<file path="config.mk">
export PLATFORM = sky130hd
export DESIGN_NAME = arm_motion_sequencer
export DESIGN_NICKNAME = d
export VERILOG_FILES = /design/src/rtl/arm_motion_sequencer.sv
export SDC_FILE = /design/constraint.sdc
export NUM_CORES = 1
export LEC_CHECK = 0
export BUFFER_PORTS_ARGS = -buffer_cell sky130_fd_sc_hd__buf_2
export CAP_MARGIN = 20
export CORE_MARGIN = 3
export CORE_UTILIZATION = 48
export DETAILED_ROUTE_END_ITERATION = 10
export PLACE_DENSITY_LB_ADDON = 0.2
export SYNTH_ARGS = -nofsm -noshare
export SYNTH_HDL_FRONTEND = slang
export SYNTH_SLANG_ARGS = --single-unit
</file>
<file path="constraint.sdc">
create_clock -name clk -period 10.7 [get_ports clk]
set_clock_uncertainty 0.05 [all_clocks]
set_input_delay 1.605 -clock clk [delete_from_list [all_inputs] [get_ports clk]]
set_output_delay 1.605 -clock clk [all_outputs]
set_load 0.05 [all_outputs]
</file>
<file path="src/rtl/arm_motion_sequencer.sv">
// rtl/arm_motion_sequencer.sv - slew-limited pose playback / live-follow sequencer for the X/Y/Z servo targets
module arm_motion_sequencer #(
    parameter int DATA_WIDTH    = 30,
    parameter int ADDRESS_WIDTH = 4,
    parameter int NUM_POINTS    = 16,
    parameter int CLK_FREQ      = 50_000_000,
    parameter int TICK_HZ       = 1000,
    parameter int MAX_STEP      = 4,
    parameter int DWELL_TICKS   = 500,
    parameter int HOME_POS      = 512
) (
    input  logic                     clk,
    input  logic                     rst,
    input  logic                     start,
    input  logic                     stop,
    input  logic                     select_source,
    output logic [ADDRESS_WIDTH-1:0] mem_addr,
    output logic                     mem_rd_en,
    input  logic [DATA_WIDTH-1:0]    mem_data,
    input  logic [9:0]               accel_x,
    input  logic [9:0]               accel_y,
    input  logic [9:0]               accel_z,
    output logic [9:0]               x_out,
    output logic [9:0]               y_out,
    output logic [9:0]               z_out,
    output logic                     busy,
    output logic                     done,
    output logic [2:0]               state_dbg
);
    localparam int TICK_DIV = CLK_FREQ / TICK_HZ;
    localparam int TW = (TICK_DIV > 1) ? $clog2(TICK_DIV) : 1;
    localparam int DW = (DWELL_TICKS > 0) ? $clog2(DWELL_TICKS + 1) : 1;
    localparam logic signed [11:0] STEP_S = 12'(MAX_STEP);
    localparam logic [9:0]         STEP_U = 10'(MAX_STEP);
    localparam logic [9:0]         HOME   = 10'(HOME_POS);

    typedef enum logic [2:0] {
        S_IDLE  = 3'd0,
        S_FETCH = 3'd1,
        S_WAIT  = 3'd2,
        S_RAMP  = 3'd3,
        S_DWELL = 3'd4,
        S_DONE  = 3'd5,
        S_LIVE  = 3'd6
    } state_t;

    state_t            state, next_state;
    logic [TW-1:0]     tick_cnt;
    logic              tick;
    logic [DW-1:0]     dwell_cnt;
    logic [9:0]        tgt_x, tgt_y, tgt_z;
    logic [9:0]        eff_x, eff_y, eff_z;
    logic              abort, at_target, dwell_done, last_point, slew_en;

    // One slew step; stepping toward an in-range target can never leave 0..1023.
    function automatic logic [9:0] slew(input logic [9:0] cur, input logic [9:0] tgt);
        logic signed [11:0] diff;
        diff = $signed({2'b00, tgt}) - $signed({2'b00, cur});
        if (diff > STEP_S)
            slew = cur + STEP_U;
        else if (diff < -STEP_S)
            slew = cur - STEP_U;
        else
            slew = tgt;
    endfunction

    assign tick       = (tick_cnt == TW'(TICK_DIV - 1));
    assign abort      = stop | select_source;
    assign at_target  = (x_out == tgt_x) && (y_out == tgt_y) && (z_out == tgt_z);
    assign dwell_done = (dwell_cnt == DW'(DWELL_TICKS));
    assign last_point = (mem_addr == ADDRESS_WIDTH'(NUM_POINTS - 1));
    assign slew_en    = tick && (((state == S_RAMP) && !abort) ||
                                 ((state == S_LIVE) && select_source));

    // Live mode follows the accelerometer without a cycle of target lag.
    assign eff_x = (state == S_LIVE) ? accel_x : tgt_x;
    assign eff_y = (state == S_LIVE) ? accel_y : tgt_y;
    assign eff_z = (state == S_LIVE) ? accel_z : tgt_z;

    always_ff @(posedge clk) begin
        if (rst)
            state <= S_IDLE;
        else
            state <= next_state;
    end

    always_comb begin
        next_state = state;
        case (state)
            S_IDLE: begin
                if (select_source)
                    next_state = S_LIVE;
                else if (start && !stop)
                    next_state = S_FETCH;
            end
            S_FETCH: next_state = abort ? S_IDLE : S_WAIT;
            S_WAIT:  next_state = abort ? S_IDLE : S_RAMP;
            S_RAMP: begin
                if (abort)
                    next_state = S_IDLE;
                else if (at_target)
                    next_state = S_DWELL;
            end
            S_DWELL: begin
                if (abort)
                    next_state = S_IDLE;
                else if (dwell_done)
                    next_state = last_point ? S_DONE : S_FETCH;
            end
            S_DONE:  next_state = S_IDLE;
            S_LIVE: begin
                if (!select_source)
                    next_state = S_IDLE;
            end
            default: next_state = S_IDLE;
        endcase
    end

    always_comb begin
        mem_rd_en = (state == S_FETCH);
        done      = (state == S_DONE);
        busy      = (state == S_FETCH) || (state == S_WAIT) || (state == S_RAMP) ||
                    (state == S_DWELL) || (state == S_LIVE);
        state_dbg = state;
    end

    always_ff @(posedge clk) begin
        if (rst) begin
            tick_cnt  <= '0;
            dwell_cnt <= '0;
            mem_addr  <= '0;
            tgt_x     <= HOME;
            tgt_y     <= HOME;
            tgt_z     <= HOME;
            x_out     <= HOME;
            y_out     <= HOME;
            z_out     <= HOME;
        end else begin
            tick_cnt <= tick ? '0 : tick_cnt + TW'(1);

            if ((state == S_IDLE) && (next_state == S_FETCH))
                mem_addr <= '0;
            else if ((state == S_DWELL) && (next_state == S_FETCH))
                mem_addr <= mem_addr + ADDRESS_WIDTH'(1);

            if ((state == S_WAIT) && (next_state == S_RAMP)) begin
                tgt_x <= mem_data[29:20];
                tgt_y <= mem_data[19:10];
                tgt_z <= mem_data[9:0];
            end else if (state == S_LIVE) begin
                tgt_x <= accel_x;
                tgt_y <= accel_y;
                tgt_z <= accel_z;
            end

            if ((state == S_RAMP) && (next_state == S_DWELL))
                dwell_cnt <= '0;
            else if ((state == S_DWELL) && tick && !dwell_done)
                dwell_cnt <= dwell_cnt + DW'(1);

            if (slew_en) begin
                x_out <= slew(x_out, eff_x);
                y_out <= slew(y_out, eff_y);
                z_out <= slew(z_out, eff_z);
            end
        end
    end
endmodule

</file>
==> key figures, run 1 <==
Outcome
  – Status: completed

Yosys
  – Async set or reset register ratio after synthesis: 0%
  – Synth Flop Type: dfxtp_1
  – Seq/Total Area, Yosys: between 20 and 25%
  – Average size of a mapped cell: 7.75 um^2
  – Dominant cell type by area after synthesis: dfxtp_1
  – Mapped Cells: roughly 960
  – Area contributors post-synth: dfxtp_1 25%, ha_1 6.8%, nor2_1 5.2%
  – Mapped Nets: around 1100
  – Share of Yosys cell area claimed by the top area cell type: around a quarter
  – FF+latch count, synth: 92
  – Count of different cell masters after synthesis: 81
  – Synth Cell Area: 0.00741 mm^2
  – Yosys warning count: 0
  – EDFF count, synth: 0

Clocking
  – Longest Clk Path Bufs: 2
  – H-tree Lvls: 3
  – Clock buffers created by TritonCTS: 9
  – Clock Pin Slew Worst Setup and Hold Paths: about 0.08 ns
  – Cts repair resizes: 0
  – CTS Hold Bufs: 0
  – Clk_lat worst skew: 0.36 ns
  – CTS tree: built
  – Setup bufs post-CTS: 0
  – Clk sink count: 92
  – CTS Root Cell: clkbuf_16

Routing
  – DRC Markers: 0
  – Post-Route WL: 20800 um
  – Iter 0 DRT Violations: 594
  – Drt first pass iters: 7
  – Mean number of vias per cell: 5.93
  – WL/cell: 17.2 um
  – Vias post-DR: approximately 7200
  – ANT nets after route: 0

Floorplanning
  – I/O Pins: between 100 and 150
  – Starting Density: 50.0%
  – Horiz. Die Dim: 130 um
  – Die H: 130 um
  – Core area: 0.0148 mm^2
  – Die area: approximately 0.017 mm^2
  – Num rows: between 40 and 50

Layout
  – Fillers: about 1400
  – Share of cells above drive strength 1: 16.3%
  – Util after Layout: 55.9%
  – Final #Nets: 1133
  – Ant. Diodes: 0
  – Multi-input logic area: 0.00514 mm^2
  – Fin area: roughly 0.0083 mm^2
  – Area grow syn2layout: 11.7%
  – Sequential Area: approximately 0.0018 mm^2
  – Finished Layout Cells: around 1200

Power
  – Leakage: 3.72 nW
  – Power per standard cell area: 124 mW/mm^2
  – VDD IR-drop max: 0.0803 mV

Placement
  – PortBufs: 104
  – Post-DP Area: 0.00798 mm^2
  – Worst slack at placement: 5.15 ns
  – Post-DP HPWL: 15900 um
  – Final GP Congestion: 0.911
  – DP Cell Count: 1198

STA
  – Setup TNS: 0 ns
  – Max frequency: 0.178 GHz
  – Max Slew Vio Count: 0
  – Final Worst Setup Slack: 5.08 ns
  – Fin crit share: a little over half
  – Post-route minimum period: approximately 5.6 ns
  – # setup viols final: 0
  – Slew HR: between 30% and 40%
  – Worst slew pin tran: 0.951 ns
  – Final Hold Viols: 0
  – RSZ-0062 raised after global routing: false

Setup path
  – CP Max Fanout: 17
  – Reg2reg end: z_out[2]
  – Flop2flop setup slack: 5.08 ns
  – Critical path data required time: between 10 and 15 ns
  – Worst R2R Start: state_dbg[1]
  – Critical path arrival: between 5 and 6 ns
  – Cell count of the worst reg-to-reg path: 16
  – Element type at the critical path end: flip-flop
  – WS Path Type: flip-flop to flip-flop
  – Critical Path Source Type: flip-flop

Worst hold path
  – Min-delay worst type: flip-flop to flip-flop
  – Hold Crit Endpoint: tick_cnt[0]
  – Hold path start: tick_cnt[0]
  – Hold Path Stages: 1

Global routing
  – Number of global-route vias before repair: 6649
  – Grt ovf: 0
  – Largest net degree at the start of global routing: 56
  – GRT Total Usage: 24.4%
  – Initial antenna violation count: 0
  – First-pass GRT wire length: between 30000 and 40000 um

Flow run
  – MaxCap Viol Count: 0
==> final cells by class <==
cell class | count | area share [%]
Inverter | 58 | 2.63
Tap cell | 184 | 2.78
Clock buffer | 10 | 2.89
Clock inverter | 6 | 0.710
Timing Repair Buffer | 108 | 6.65
Multi-Input combinational cell | 756 | 62.1
Sequential cell | 92 | 22.2
==> power breakdown <==
| group | switching, mW | leakage, nW | internal (mW) |
|---|---|---|---|
| clock | 0.150 | 0.142 | 0.168 |
| sequential | 0.00862 | 0.744 | 0.350 |
| combinational | 0.206 | 2.84 | 0.143 |
| total | 0.365 | 3.72 | 0.662 |
==> registers in the layout (all words and copies together), names as in the netlist <==
name	count
tgt_y	10
dwell_cnt	9
tgt_z	10
state_dbg	3
x_out	10
tick_cnt	16
y_out	10
mem_addr	4
z_out	10
tgt_x	10
==> how the worst max path moves through the flow <==
stage,from,endpoint,slack [ns],cells past startpoint
4_1_cts,state_dbg[1],z_out[2],5.13,16
3_3_place_gp,state_dbg[1],z_out[2],5.34,16
6_report,state_dbg[1],z_out[2],5.08,16
5_1_grt,state_dbg[1],z_out[2],4.60,16
3_5_place_dp,state_dbg[1],z_out[2],5.15,16
2_1_floorplan,state_dbg[0],z_out[2],5.91,16
==> synth_stat cells (27+ instances only) <==
| cell type | number |
|---|---|
| nand2_1 | 65 |
| nand3_1 | 49 |
| dfxtp_1 | 92 |
| nor2_1 | 102 |
| a21oi_1 | 62 |
| xor2_1 | 37 |
| ha_1 | 40 |
| xnor2_1 | 41 |
| mux2i_1 | 27 |
| clkbuf_1 | 34 |
| inv_1 | 58 |
| o21ai_0 | 39 |
==> cell families (layout without fill, tap and decap cells) <==
| kind of cell | after synthesis | in the layout | synth area share, % |
|---|---|---|---|
| xor gates and xnor gates | 78 | 78 | 9.22 |
| muxes | 43 | 43 | 6.08 |
| buffers and inverters | 108 | 182 | 5.86 |
| AOI/OAI and AO/OA | 222 | 222 | 20.5 |
| and+or+nand+nor | 370 | 370 | 25.9 |
| adders and majority gates | 43 | 43 | 7.57 |
| DFF | 92 | 92 | 24.9 |
==> per-stage QoR <==
| step | power (mW) | hold WS (ns) |
|---|---|---|
| 2_1_floorplan | 0.640 | 0.380 |
| 3_3_place_gp | 0.707 | 0.400 |
| 3_5_place_dp | 0.710 | 0.413 |
| 4_1_cts | 1.03 | 0.459 |
| 5_1_grt | 1.08 | 0.492 |
| 6_report | 1.03 | 0.457 |
==> critical path: stages (launching register included) <==
cell	delay [ns]
dfxtp_1	0.55
inv_1	0.13
nor2_1	0.62
nand2_1	0.64
buf_4	0.44
mux2i_1	0.18
ha_1	0.24
fa_1	0.41
nand2b_1	0.22
a2111oi_0	0.46
a211o_1	0.20
xor2_1	0.10
a2111oi_2	0.26
or3b_1	0.39
and2_1	0.19
or3_1	0.30
a31oi_1	0.15
==> metal layers <==
| metal | up-vias | global-route usage, % | share of wire, % |
|---|---|---|---|
| li1 | 3582 | - | - |
| met1 | 3345 | 33.0 | 45 |
| met2 | 241 | 39.1 | 46 |
| met3 | 31 | 4.87 | 7.0 |
| met4 | 0 | 7.52 | 2.3 |
| met5 | - | 0 | 0 |
==> placed cells by master (no fill, tap or decap), types with 39 or more instances in the layout <==
cell     synthesis  routed
xnor2_1         41      41
ha_1            40      40
o21ai_0         39      39
buf_2           10     104
dfxtp_1         92      92
a21oi_1         62      62
inv_1           58      58
nor2_1         102     102
nand3_1         49      49
nand2_1         65      64
Power figures use the tool's default switching activity.
==> run 2, diff against run 1 <==
--- a/config.mk
+++ b/config.mk
@@ -5,6 +5,7 @@
 export SDC_FILE = /design/constraint.sdc
 export NUM_CORES = 1
 export LEC_CHECK = 0
+export ABC_AREA = 1
 export BUFFER_PORTS_ARGS = -buffer_cell sky130_fd_sc_hd__buf_2
 export CAP_MARGIN = 20
 export CORE_MARGIN = 3
==> constraint.sdc (replaced) <==
create_clock -name clk -period 5.1 [get_ports clk]
set_clock_uncertainty 0.05 [all_clocks]
set_input_delay 0.765 -clock clk [delete_from_list [all_inputs] [get_ports clk]]
set_output_delay 0.765 -clock clk [all_outputs]
set_load 0.05 [all_outputs]
==> key figures, run 2 <==
Power
  – Power per standard cell area: 245 mW/mm^2 (+98%)
  – Overall power: 2.14 mW (+110%)
  – VDD IR-drop max: 0.208 mV (+160%)
  – Leakage: 4.46 nW (+20%)

Setup path
  – Worst R2R Start: state_dbg[1]
  – Cell count of the worst reg-to-reg path: 20 (+4)
  – Flop2flop setup slack: 1.20 ns (-3.88 ns)
  – Element type at the critical path end: flip-flop
  – CP Max Fanout: 27 (+10)
  – WS Path Type: flip-flop to flip-flop
  – Critical path data required time: 5.27 ns (-5.66 ns)
  – Reg2reg end: z_out[9]
  – Critical path arrival: 4.07 ns (-1.78 ns)
  – Critical Path Source Type: flip-flop

Clocking
  – CTS Root Cell: clkbuf_16
  – Setup bufs post-CTS: 0 (unchanged)
  – Clock buffers created by TritonCTS: 9 (unchanged)
  – Longest Clk Path Bufs: 2 (unchanged)
  – CTS tree: built
  – H-tree Lvls: 3 (unchanged)
  – CTS Hold Bufs: 0 (unchanged)
  – Cts repair resizes: 0 (unchanged)
  – Clk_lat worst skew: 0.35 ns (about the same)
  – Clock Pin Slew Worst Setup and Hold Paths: 0.07 ns (about the same)
  – Clk sink count: 92 (unchanged)

Yosys
  – Mapped Cells: 1268 (+33%)
  – Synth Flop Type: dfxtp_1
  – Yosys warning count: 0 (unchanged)
  – Mapped Nets: 1376 (+29%)
  – FF+latch count, synth: 92 (unchanged)
  – Synth Area in Compound Gates: 10.9% (-9.6 points)
  – Share of Yosys cell area claimed by the top area cell type: 23.6% (-1.3 points)
  – Mux share of post-synthesis cell area: 0.256% (-5.8 points)
  – XOR/XNOR Fraction of Synth Area: 6.28% (-2.9 points)
  – Synth Area in Simple Gates: 40.8% (+15 points)
  – EDFF count, synth: 0 (unchanged)
  – Seq/Total Area, Yosys: 23.6% (-1.3 points)
  – Top-count cell post-synth: nand2_1
  – Count of different cell masters after synthesis: 43 (-47%)
  – Average size of a mapped cell: 6.16 um^2 (-21%)
  – Async set or reset register ratio after synthesis: 0% (unchanged)
  – Synth Cell Area: 0.00781 mm^2 (+5.4%)
  – Area share of fa/ha/maj cells after synthesis: 7.18% (-0.39 points)
  – Post-synth top cells: 368 x nand2_1, 163 x inv_1, 147 x nand3_1
  – Area contributors post-synth: dfxtp_1 24%, nand2_1 18%, nand3_1 9.4%
  – Largest family of logic cells by synthesized area: simple AND/OR/NAND/NOR gates
  – Dominant cell type by area after synthesis: dfxtp_1

STA
  – Post-route minimum period: 3.90 ns (-1.72 ns)
  – Final Hold Viols: 0 (unchanged)
  – Max frequency: 0.256 GHz (+44%)
  – Slew HR: 55.8% (+19 points)
  – Setup TNS: 0 ns (unchanged)
  – # setup viols final: 0 (unchanged)
  – Max Slew Vio Count: 0 (unchanged)
  – Worst slew pin tran: 0.659 ns (-0.293 ns)
  – RSZ-0062 raised after global routing: false
  – Fin crit share: 76.6% (+24 points)

Placement
  – PortBufs: 104 (unchanged)
  – Final GP Congestion: 0.900 (-1.2%)
  – Post-DP HPWL: 16700 um (+5.3%)

Worst hold path
  – Hold path start: tick_cnt[0]
  – Min-delay worst type: flip-flop to flip-flop
  – Hold Path Stages: 1 (unchanged)
  – Hold Crit Endpoint: tick_cnt[0]

Routing
  – WL/cell: 13.7 um (-20%)
  – Post-Route WL: 21500 um (+3.2%)
  – Iter 0 DRT Violations: 508 (-14%)
  – Drt first pass iters: 5 (-2)
  – Mean number of vias per cell: 5.23 (-12%)
  – ANT nets after route: 0 (unchanged)
  – DRC Markers: 0 (unchanged)
  – Vias post-DR: 8189 (+14%)

Floorplanning
  – Die area: 0.0178 mm^2 (+5.1%)
  – Horiz. Die Dim: 134 um (+2.5%)
  – Core area: 0.0155 mm^2 (+4.9%)
  – Num rows: 45 (+2.3%)
  – Starting Density: 50.2% (+0.21 points)
  – Die H: 134 um (+2.5%)
  – I/O Pins: 105 (unchanged)

Layout
  – Ant. Diodes: 0 (unchanged)
  – Share of cells above drive strength 1: 13.9% (-2.4 points)
  – Final #Nets: 1458 (+29%)
  – Biggest register: tick_cnt
  – Fillers: 1612 (+14%)
  – Most common cell after layout, fill and taps aside: nand2_1
  – Most frequent cells in the layout: 368 x nand2_1, 163 x inv_1, 146 x nand3_1, 104 x buf_2, 92 x dfxtp_1
  – Max reg flops: 16 (unchanged)
  – Area grow syn2layout: 11.7% (about the same)

Flow run
  – MaxCap Viol Count: 0 (unchanged)

Global routing
  – GRT Total Usage: 23.6% (-0.71 points)
  – Grt ovf: 0 (unchanged)
  – First-pass GRT wire length: 35300 um (+6.3%)
  – Initial antenna violation count: 0 (unchanged)
  – Largest net degree at the start of global routing: 49 (-13%)
  – Number of global-route vias before repair: 7367 (+11%)

Outcome
  – Status: completed
==> run 2: report_power, final <==
part           leakage [nW]  internal (mW)  switching, mW
Clock                 0.136          0.341          0.307
Combinational          3.58          0.246          0.496
Sequential            0.744          0.734         0.0127
==> run 2: cells by family after synthesis <==
family | after synthesis
buffers and inverters | 215
adders and majority gates | 43
muxes | 2
DFF | 92
and+or+nand+nor | 704
AOI/OAI and AO/OA | 156
xor gates and xnor gates | 56
==> run 2: layout make-up <==
cell class | count | area [um^2] | area share (%)
Clock buffer | 10 | 229 | 2.63
Clock inverter | 6 | 53.8 | 0.617
Inverter | 179 | 672 | 7.71
Multi-Input combinational cell | 961 | 5110 | 58.7
Sequential cell | 92 | 1840 | 21.1
Tap cell | 211 | 264 | 3.03
Timing Repair Buffer | 107 | 543 | 6.23
==> run 2: worst max path at each step <==
stage / from / end / slack, ns
floorplan: state_dbg[1] / y_out[0] / 1.60
global placement: state_dbg[1] / z_out[9] / 1.35
detailed placement: state_dbg[1] / z_out[9] / 1.23
CTS: state_dbg[1] / z_out[9] / 1.19
global route: state_dbg[1] / z_out[1] / 0.72
finish: state_dbg[1] / z_out[9] / 1.20
==> run 2: stage by stage <==
step	setup WS [ns]	instance area (um^2)	cells	util (%)	hold slack, ns
final	1.20	8720	1566	56.1	0.405
after global routing	0.718	8720	1566	56.1	0.425
after CTS	1.19	8720	1566	56.1	0.404
after detailed placement	1.23	8440	1550	54.3	0.392
after global placement	1.35	8440	1550	54.3	0.382
after floorplan	1.60	7810	1268	-	0.368
==> run 2: worst max-delay path, stage by stage (launching register included) <==
cell and delay (ns):
dfxtp_1 0.42, inv_1 0.08, nor2_1 0.17, nand2_2 0.31, inv_2 0.49, nand2_1 0.14
o21ai_0 0.25, ha_1 0.41, nand2_1 0.14, inv_2 0.04, nand2_1 0.06, nand2_1 0.05
nand2_1 0.09, nand4_1 0.13, nand2_1 0.10, nor2_1 0.05, nand2_2 0.11, nand2_2 0.18
or2_2 0.33, nand3_1 0.09, nand3_1 0.07
==> run 2: routing by layer <==
metal | vias up | track usage, % | part of all wire, %
met5 | - | 0 | 0
met4 | 0 | 5.71 | 1.8
met3 | 36 | 4.38 | 6.0
met2 | 245 | 39.4 | 46
met1 | 3638 | 31.7 | 46
li1 | 4270 | - | -
